`config.mk`:
```
export PLATFORM = sky130hd
export DESIGN_NAME = light_controller_flat
export DESIGN_NICKNAME = d
export VERILOG_FILES = /design/src/rtl/light_controller_if.sv /design/src/rtl/light_controller.sv /design/src/flat_wrapper.sv
export SDC_FILE = /design/constraint.sdc
export NUM_CORES = 1
export LEC_CHECK = 0
export ABC_AREA = 1
export CAP_MARGIN = 20
export CORE_MARGIN = 2
export CORE_UTILIZATION = 30
export DETAILED_ROUTE_END_ITERATION = 10
export HOLD_SLACK_MARGIN = 0.02
export SYNTH_ARGS = -nofsm -noshare
export SYNTH_HDL_FRONTEND = slang
export SYNTH_SLANG_ARGS = --single-unit
```
`constraint.sdc`:
```
create_clock -name clk -period 4.04 [get_ports clk]
set_input_delay 0.808 -clock clk [delete_from_list [all_inputs] [get_ports clk]]
set_output_delay 0.808 -clock clk [all_outputs]
set_load 0.1 [all_outputs]
```
`src/rtl/light_controller_if.sv`:
```
// light_controller_if: control inputs and light status between mode logic, light controller and driver
interface light_controller_if #(
  parameter int CW = 9
);
  logic          power_on;
  logic          btn_toggle;
  logic          clean_req;
  logic          sec_tick;
  logic          light;
  logic [1:0]    light_state;
  logic [CW-1:0] remain_s;
  modport master (
    output power_on, btn_toggle, clean_req, sec_tick,
    input  light, light_state, remain_s
  );
  modport slave (
    input  power_on, btn_toggle, clean_req, sec_tick,
    output light, light_state, remain_s
  );
endinterface

```
`src/rtl/light_controller.sv`:
```
// light_controller: hood light sequencer with manual toggle, forced-on cleaning and blinking auto-off
module light_controller #(
  parameter int AUTO_OFF_S = 300,
  parameter int WARN_S     = 10,
  parameter int CW         = 9
) (
  input  logic               clk,
  input  logic               reset,
  light_controller_if.slave  bus
);
  typedef enum logic [1:0] {
    S_OFF    = 2'b00,
    S_ON     = 2'b01,
    S_WARN   = 2'b10,
    S_FORCED = 2'b11
  } state_t;
  localparam logic [CW-1:0] AUTO_V = CW'(AUTO_OFF_S);
  localparam logic [CW-1:0] WARN_V = CW'(WARN_S);
  if (AUTO_OFF_S < 1 || WARN_S < 0 || WARN_S >= AUTO_OFF_S || AUTO_OFF_S >= 2**CW) begin : g_bad_params
    $fatal(1, "light_controller: illegal AUTO_OFF_S/WARN_S/CW combination");
  end
  state_t        state_q, state_d;
  logic          light_q, light_d;
  logic [CW-1:0] remain_q, remain_d;
  logic [CW-1:0] dec;
  // state, light and countdown registers; reset forces the light off immediately
  always_ff @(posedge clk or negedge reset) begin
    if (!reset) begin
      state_q  <= S_OFF;
      light_q  <= 1'b0;
      remain_q <= '0;
    end else begin
      state_q  <= state_d;
      light_q  <= light_d;
      remain_q <= remain_d;
    end
  end
  // next state in priority order: power loss, cleaning, button, second tick
  always_comb begin
    dec      = (remain_q == '0) ? '0 : remain_q - CW'(1);
    state_d  = state_q;
    light_d  = light_q;
    remain_d = remain_q;
    if (!bus.power_on) begin
      state_d  = S_OFF;
      light_d  = 1'b0;
      remain_d = '0;
    end else if (bus.clean_req) begin
      state_d  = S_FORCED;
      light_d  = 1'b1;
      remain_d = AUTO_V;
    end else begin
      case (state_q)
        S_OFF: begin
          if (bus.btn_toggle) begin
            state_d  = S_ON;
            light_d  = 1'b1;
            remain_d = AUTO_V;
          end
        end
        S_ON: begin
          if (bus.btn_toggle) begin
            state_d  = S_OFF;
            light_d  = 1'b0;
            remain_d = '0;
          end else if (bus.sec_tick) begin
            remain_d = dec;
            if (dec == '0) begin
              state_d = S_OFF;
              light_d = 1'b0;
            end else if (dec <= WARN_V) begin
              state_d = S_WARN;
              light_d = 1'b0;
            end
          end
        end
        S_WARN: begin
          if (bus.btn_toggle) begin
            state_d  = S_ON;
            light_d  = 1'b1;
            remain_d = AUTO_V;
          end else if (bus.sec_tick) begin
            remain_d = dec;
            state_d  = (dec == '0) ? S_OFF : S_WARN;
            light_d  = (dec == '0) ? 1'b0 : ~light_q;
          end
        end
        S_FORCED: begin
          state_d  = S_ON;
          light_d  = 1'b1;
          remain_d = AUTO_V;
        end
        default: begin
          state_d  = S_OFF;
          light_d  = 1'b0;
          remain_d = '0;
        end
      endcase
    end
  end
  assign bus.light       = light_q;
  assign bus.light_state = state_q;
  assign bus.remain_s    = remain_q;
endmodule
```
`src/flat_wrapper.sv`:
```
// flat-port wrapper written by rule: the top's interface ports become plain ports
module light_controller_flat 
#(
  parameter int AUTO_OFF_S = 300,
  parameter int WARN_S     = 10,
  parameter int CW         = 9
)
  (clk, reset, bus_power_on, bus_btn_toggle, bus_clean_req, bus_sec_tick, bus_light, bus_light_state, bus_remain_s);
  light_controller_if #(.CW(CW)) bus_i ();
  input  logic clk;
  input  logic reset;
  input wire logic [$bits(bus_i.power_on)-1:0] bus_power_on;
  input wire logic [$bits(bus_i.btn_toggle)-1:0] bus_btn_toggle;
  input wire logic [$bits(bus_i.clean_req)-1:0] bus_clean_req;
  input wire logic [$bits(bus_i.sec_tick)-1:0] bus_sec_tick;
  output wire logic [$bits(bus_i.light)-1:0] bus_light;
  output wire logic [$bits(bus_i.light_state)-1:0] bus_light_state;
  output wire logic [$bits(bus_i.remain_s)-1:0] bus_remain_s;
  assign bus_i.power_on = bus_power_on;
  assign bus_i.btn_toggle = bus_btn_toggle;
  assign bus_i.clean_req = bus_clean_req;
  assign bus_i.sec_tick = bus_sec_tick;
  assign bus_light = bus_i.light;
  assign bus_light_state = bus_i.light_state;
  assign bus_remain_s = bus_i.remain_s;
  light_controller #(.AUTO_OFF_S(AUTO_OFF_S), .WARN_S(WARN_S), .CW(CW)) u_core (.clk(clk), .reset(reset), .bus(bus_i));
endmodule
```
==> results of run 1 <==
layout make-up:
type	count	area, sq um
fill	360	2040
multi-input combinational	115	626
sequential	12	300
clock buffer	3	22.5
timing repair buffer	17	170
tap	46	57.6
inverter	25	93.8
worst register-to-register path: stages (launching register included):
cell and delay [ns]:
dfrtp_1 0.42, inv_1 0.18, ha_1 0.25, nand2_4 0.08
nor2_4 0.14, nand3_4 0.15, nand3_1 0.14, nand2_1 0.07
nor2_2 0.13, nand2_1 0.07, nand2_1 0.07, nand3_2 0.12
nand2_1 0.08, o21ai_1 0.06
state kept, by name, summed over array words and instances, names as in the netlist:
register and count:
u_core.bus.remain_s 9, u_core.bus.light_state 2, u_core.bus.light 1
metrics by stage:
| stage | util (%) | power, uW | instances |
|---|---|---|---|
| finish | 38.4 | 488 | 218 |
| CTS | 38.4 | 492 | 218 |
| global route | 38.4 | 521 | 218 |
| global placement | 37.7 | 411 | 215 |
| detailed placement | 37.7 | 410 | 215 |
| floorplan | - | 347 | 153 |
synth_stat cells (all sizes together):
master	instances	share of area, %
nand2	42	16
inv	24	8.8
o21ai	16	7.8
nand3	13	8.5
dfrtp	12	29
nor2	12	6.6
a21oi	8	3.9
o22ai	6	3.7
ha	5	6.1
nand4	4	2.4
or2	3	1.8
nor3	2	0.97
a211oi	1	0.73
a31oi	1	0.61
buf	1	0.73
clkinv	1	0.37
nor4	1	0.61
o32ai	1	0.85
power by group through the flow:
stage,Clock (uW),Sequential [uW],Combinational [uW]
5_1_grt,87.0,149,285
6_report,80.0,147,261
3_3_place_gp,0,149,262
4_1_cts,83.2,147,262
3_5_place_dp,0,149,261
2_1_floorplan,0,230,117
kinds of logic (layout without fill, tap and decap cells):
| family | Yosys count | in the layout | synth area share (%) |
|---|---|---|---|
| compound gates | 33 | 33 | 17.5 |
| fa+ha+maj | 5 | 5 | 6.09 |
| simple gates | 77 | 77 | 37.3 |
| buf+inv | 26 | 45 | 9.87 |
| flops | 12 | 12 | 29.2 |
worst min path at each step:
stage                     startpoint                to  slack (ns)  cells after the start
global route        u_core.bus.light  u_core.bus.light        0.59                      2
global placement    u_core.bus.light  u_core.bus.light        0.51                      2
floorplan                      reset  u_core.bus.light        0.51                      0
detailed placement  u_core.bus.light  u_core.bus.light        0.52                      2
finish              u_core.bus.light  u_core.bus.light        0.54                      2
CTS                 u_core.bus.light  u_core.bus.light        0.54                      2
per-layer routing:
layer,share of wire [%],track usage [%]
met1,46,18.3
met2,49,24.6
met3,4.5,3.60
met4,0.55,2.78
met5,0,0
==> summary.md, run 1 <==
| Metric | Value |
|---|---|
| Netlist cell types | 26 |
| # resized after CTS | 0 |
| Maximum vdd drop | 0.185 mV |
| Top Ports | 18 |
| Core area | 3310 sq um |
| Final critical-path share of the clock period | 69.3% |
| Commonest non-fill, non-tap cell in the layout | nand2_1 |
| Setup TNS | 0 ns |
| Total gr overflow | 0 |
| Max-cap violations | 0 |
| Pwr/cell area | 384 nW/um^2 |
| Skew final | 0.000934 ns |
| WHS | ~0.54 ns |
| Detailed Routing Iterations Pass 1 | 4 |
| Vias | 1074 |
| Crit-path cells | clkdlybuf4s50_1 |
| Psw | roughly 250 uW |
| Inserted Clock Buffers | 3 |
| Max clock buf depth | 2 |
| Final WS setup | ~1.2 ns |
| Post-DP Area | 1250 sq um |
| Flops & latches, synth | 12 |
| Critical Path End Type | primary output |
| Share of layout cells above drive strength 1 | 11.0% |
| Crit-path max FO | 7 |
| Fmax | 357 MHz |
| Vias in the first global route | approximately 1000 |
| Reg2reg end | u_core.bus.light |
| Part of the Yosys area used for sequential elements | just under 30% |
| Setup CP Type | reg -> out |
| # H-tree levels | 1 |
| Finish-stage setup viols | 0 |
| Clk Latency, worst-skew pair | 0.28 ns |
| Crit path DAT | between 1.5 and 2 ns |
| Sw Share | 51.5% |
| Die ar. | roughly 3900 sq um |
| Ant. Diodes | 0 |
| Port-buffer cells | 17 |
| Worst-path clk slew | 0.08 ns |
| Final min period | between 2 and 3 ns |
| Synth warn | 0 |
| Delay-heaviest family, CP | buffers and inverters |
| WP buf/inv | 1 |
| Max_slew headroom | a little over a third |
| Slowest stage delay, CP | 1.19 ns |
| Slew Viols, Final | 0 |
| Initial Utilization | a little under a third |
| Largest net degree at the start of global routing | 13 |
| Initial antenna violation count | 0 |
| Part of the power in the clock network | 16.4% |
| Pleak | 0.000589 uW |
| First-pass GRT wire length | 4560 um |
| Die Height | 62.5 um |
| Dpl hpwl | approximately 2100 um |
| 1st-iter DRT viols | 36 |
| FP Rows | 21 |
| Final GP Congestion | 0.914 |
| Post-CTS setup buffer count | 0 |
| Die Span X | 62.5 um |
| Area delta synth->final | 23.6% |
| Netlist Area Pre-Place | 1030 sq um |
| Crit path to | bus_remain_s[3] |
| Status | complete, no violations |
| Endpoints failing hold | 0 |
| Vias/cell | 4.93 |
| CTS tree | built |
| R2R setup slack | roughly 2.0 ns |
| Detailed Route WL | 2720 um |
| Syn_nets | 164 |
| Overall routing resource usage | roughly 14% |
| CTS Hold Bufs | 0 |
| Critical Path Source Type | flop |
| Reg power frac | 30.1% |
| Commonest cells after routing, fill and taps aside | 40 x nand2_1, 21 x inv_1, 17 x clkdlybuf4s50_1, 13 x o21ai_0, 12 x dfrtp_1 |
| Pint | about 240 uW |
| Drt wl/cell | 12.5 um |
| FF-to-FF Start | u_core.bus.remain_s[0] |
| Design area | approximately 1300 sq um |
| Cells after synthesis | 153 |
| Worst min path class | reg -> reg |
| Combinational Power Share | 53.5% |
| Slowest stage cell, crit path | clkdlybuf4s50_1 |
| Critical path depth | 1 |
| # clock sinks | 12 |
| CP required | 3.23 ns |
| CTS root buf | clkbuf_4 |
| Worst R2R Path Depth | 13 |
| Avg Cell Area, Syn | 6.71 sq um |
| # nets final | 185 |
| DP Worst Slack | 1.35 ns |
| Routed Antenna Nets | 0 |
| Worst-Margin Slew | around 0.97 ns |
| DRC | 0 |
| Worst Setup SP | u_core.bus.remain_s[3] |
| RSZ-0062 raised after global routing | false |
(Power assumes the default switching activity.)
==> run 2, diff against run 1 <==
==> constraint.sdc (replaced) <==
create_clock -name clk -period 2.85 [get_ports clk]
set_input_delay 0.57 -clock clk [delete_from_list [all_inputs] [get_ports clk]]
set_output_delay 0.57 -clock clk [all_outputs]
set_load 0.1 [all_outputs]
==> summary.md, run 2 (synthesized netlist as in run 1, its figures left out) <==
| Metric | Value |
|---|---|
| Status | complete, no violations |
| Finish-stage setup viols | 0 |
| # placed instances | 215 |
| FP Rows | 21 |
| Detailed Route WL | 2640 um |
| Delay-heaviest family, CP | simple AND/OR/NAND/NOR gates |
| Inserted Clock Buffers | 3 |
| Skew final | 0.00272 ns |
| Slew Viols, Final | 0 |
| Commonest non-fill, non-tap cell in the layout | nand2_1 |
| Slowest stage delay, CP | 0.67 ns |
| Post-CTS setup buffer count | 0 |
| Endpoints failing hold | 0 |
| Final min period | 2.16 ns |
| CP required | roughly 3 ns |
| Detailed Routing Iterations Pass 1 | 4 |
| # clock sinks | 12 |
| Crit path DAT | approximately 2.4 ns |
| Vias | around 1100 |
| CTS Hold Bufs | 0 |
| Total gr overflow | 0 |
| Die ar. | 3910 sq um |
| RSZ-0062 raised after global routing | false |
| Max reg flops | 9 |
| Vias in the first global route | approximately 960 |
| DP Worst Slack | 0.416 ns |
| Largest net degree at the start of global routing | 13 |
| Post-DP Area | 1220 sq um |
| Drt wl/cell | approximately 12 um |
| Crit-path cells | clkdlybuf4s50_1 -> nor2_1 -> nand3_2 -> nand2_2 -> inv_1 -> nand4_1 -> or2_2 -> o22ai_1 |
| Worst-Margin Slew | between 0.6 and 0.7 ns |
| Die Height | 62.5 um |
| Initial antenna violation count | 0 |
| Slowest stage cell, crit path | clkdlybuf4s50_1 |
| Dpl hpwl | 2070 um |
| # nets final | around 190 |
| WP buf/inv | 2 |
| CTS root buf | clkbuf_4 |
| Maximum vdd drop | 0.260 mV |
| Setup CP Type | in -> reg |
| Worst-path clk slew | 0.08 ns |
| Design area | 1250 sq um |
| Initial Utilization | 31.0% |
| Final critical-path share of the clock period | 75.8% |
| First-pass GRT wire length | ~4300 um |
| Clk Latency, worst-skew pair | 0.28 ns |
| Ant. Diodes | 0 |
| Top Ports | 18 |
| Vias/cell | 4.98 |
| Die Span X | 62.5 um |
| Area delta synth->final | 22.0% |
| Share of layout cells above drive strength 1 | between 10% and 20% |
| Final Power | about 720 uW |
| Setup TNS | 0 ns |
| Fmax | 463 MHz |
| Pwr/cell area | ~570 nW/um^2 |
| Worst min path class | reg -> reg |
| Commonest cells after routing, fill and taps aside | 40 x nand2_1, 21 x inv_1, 13 x o21ai_0, 12 x buf_4, 12 x dfrtp_1 |
| Crit-path max FO | 10 |
| Final GP Congestion | around 0.85 |
| # H-tree levels | 1 |
| Critical Path End Type | flop |
| CTS tree | built |
| Pleak | 0.000615 uW |
| Layout Cells excl Fill | around 220 |
| Max_slew headroom | about three fifths |
| DRC | 0 |
| # resized after CTS | 0 |
| Overall routing resource usage | 13.9% |
| Core area | 3310 sq um |
| Critical Path Source Type | input pin |
| Max-cap violations | 0 |
| Routed Antenna Nets | 0 |
| Max clock buf depth | 2 |
| 1st-iter DRT viols | between 40 and 50 |
| Final WS setup | slightly below 0.7 ns |
| Port-buffer cells | 17 |
run 2: changes by cell type in the layout (fill, tap and decap cells not counted), sizes merged:
cell,delta
buf,+12
clkbuf,+1
clkdlybuf4s50,-12
run 2: worst reg2reg max path: cells and delay by family, from the launching register on:
kind | cells | cell delay [ns]
adder cells (fa/ha/maj) | 1 | 0.26
flip-flops | 1 | 0.40
AO/OA/AOI/OAI | 1 | 0.06
buffers and inverters | 1 | 0.19
AND/OR/NAND/NOR | 10 | 1.06
run 2: per-layer routing:
layer	GRT usage, %	share of wire, %
met1	18.1	45
met2	21.9	46
met3	2.88	6.6
met5	0	0
met4	6.67	1.8
run 2: stage by stage:
stage	utilization, %	hold slack, ns
after floorplan	-	0.274
after global placement	36.8	0.510
after detailed placement	36.8	0.519
after CTS	37.9	0.545
after global routing	37.9	0.588
final	37.9	0.534
run 2: path summary, 6_finish.rpt:
check                                        from                         to  slack [ns]  depth (start not counted)
min                              u_core.bus.light           u_core.bus.light        0.53                          2
max reg2reg                u_core.bus.remain_s[0]  u_core.bus.light_state[1]        0.78                         13
min in group asynchronous                   reset     u_core.bus.remain_s[2]        0.66                          1
max in group asynchronous                   reset     u_core.bus.remain_s[5]        1.79                          1
max                                bus_btn_toggle     u_core.bus.remain_s[1]        0.69                          8
min reg2reg                      u_core.bus.light           u_core.bus.light        0.53                          2
run 2: where the power goes:
group	internal [uW]	total, uW	switching [uW]
Sequential	186	210	23.8
Combinational	94.2	363	268
Clock	77.9	144	66.2
Total	358	717	359
run 2: area by class of cell:
type,instances,area [sq um]
clock buffers,4,36.3
fillers,371,2060
inverters,25,93.8
multi-input cells,115,626
flip-flops and latches,12,300
well taps,46,57.6
repair buffers,17,140
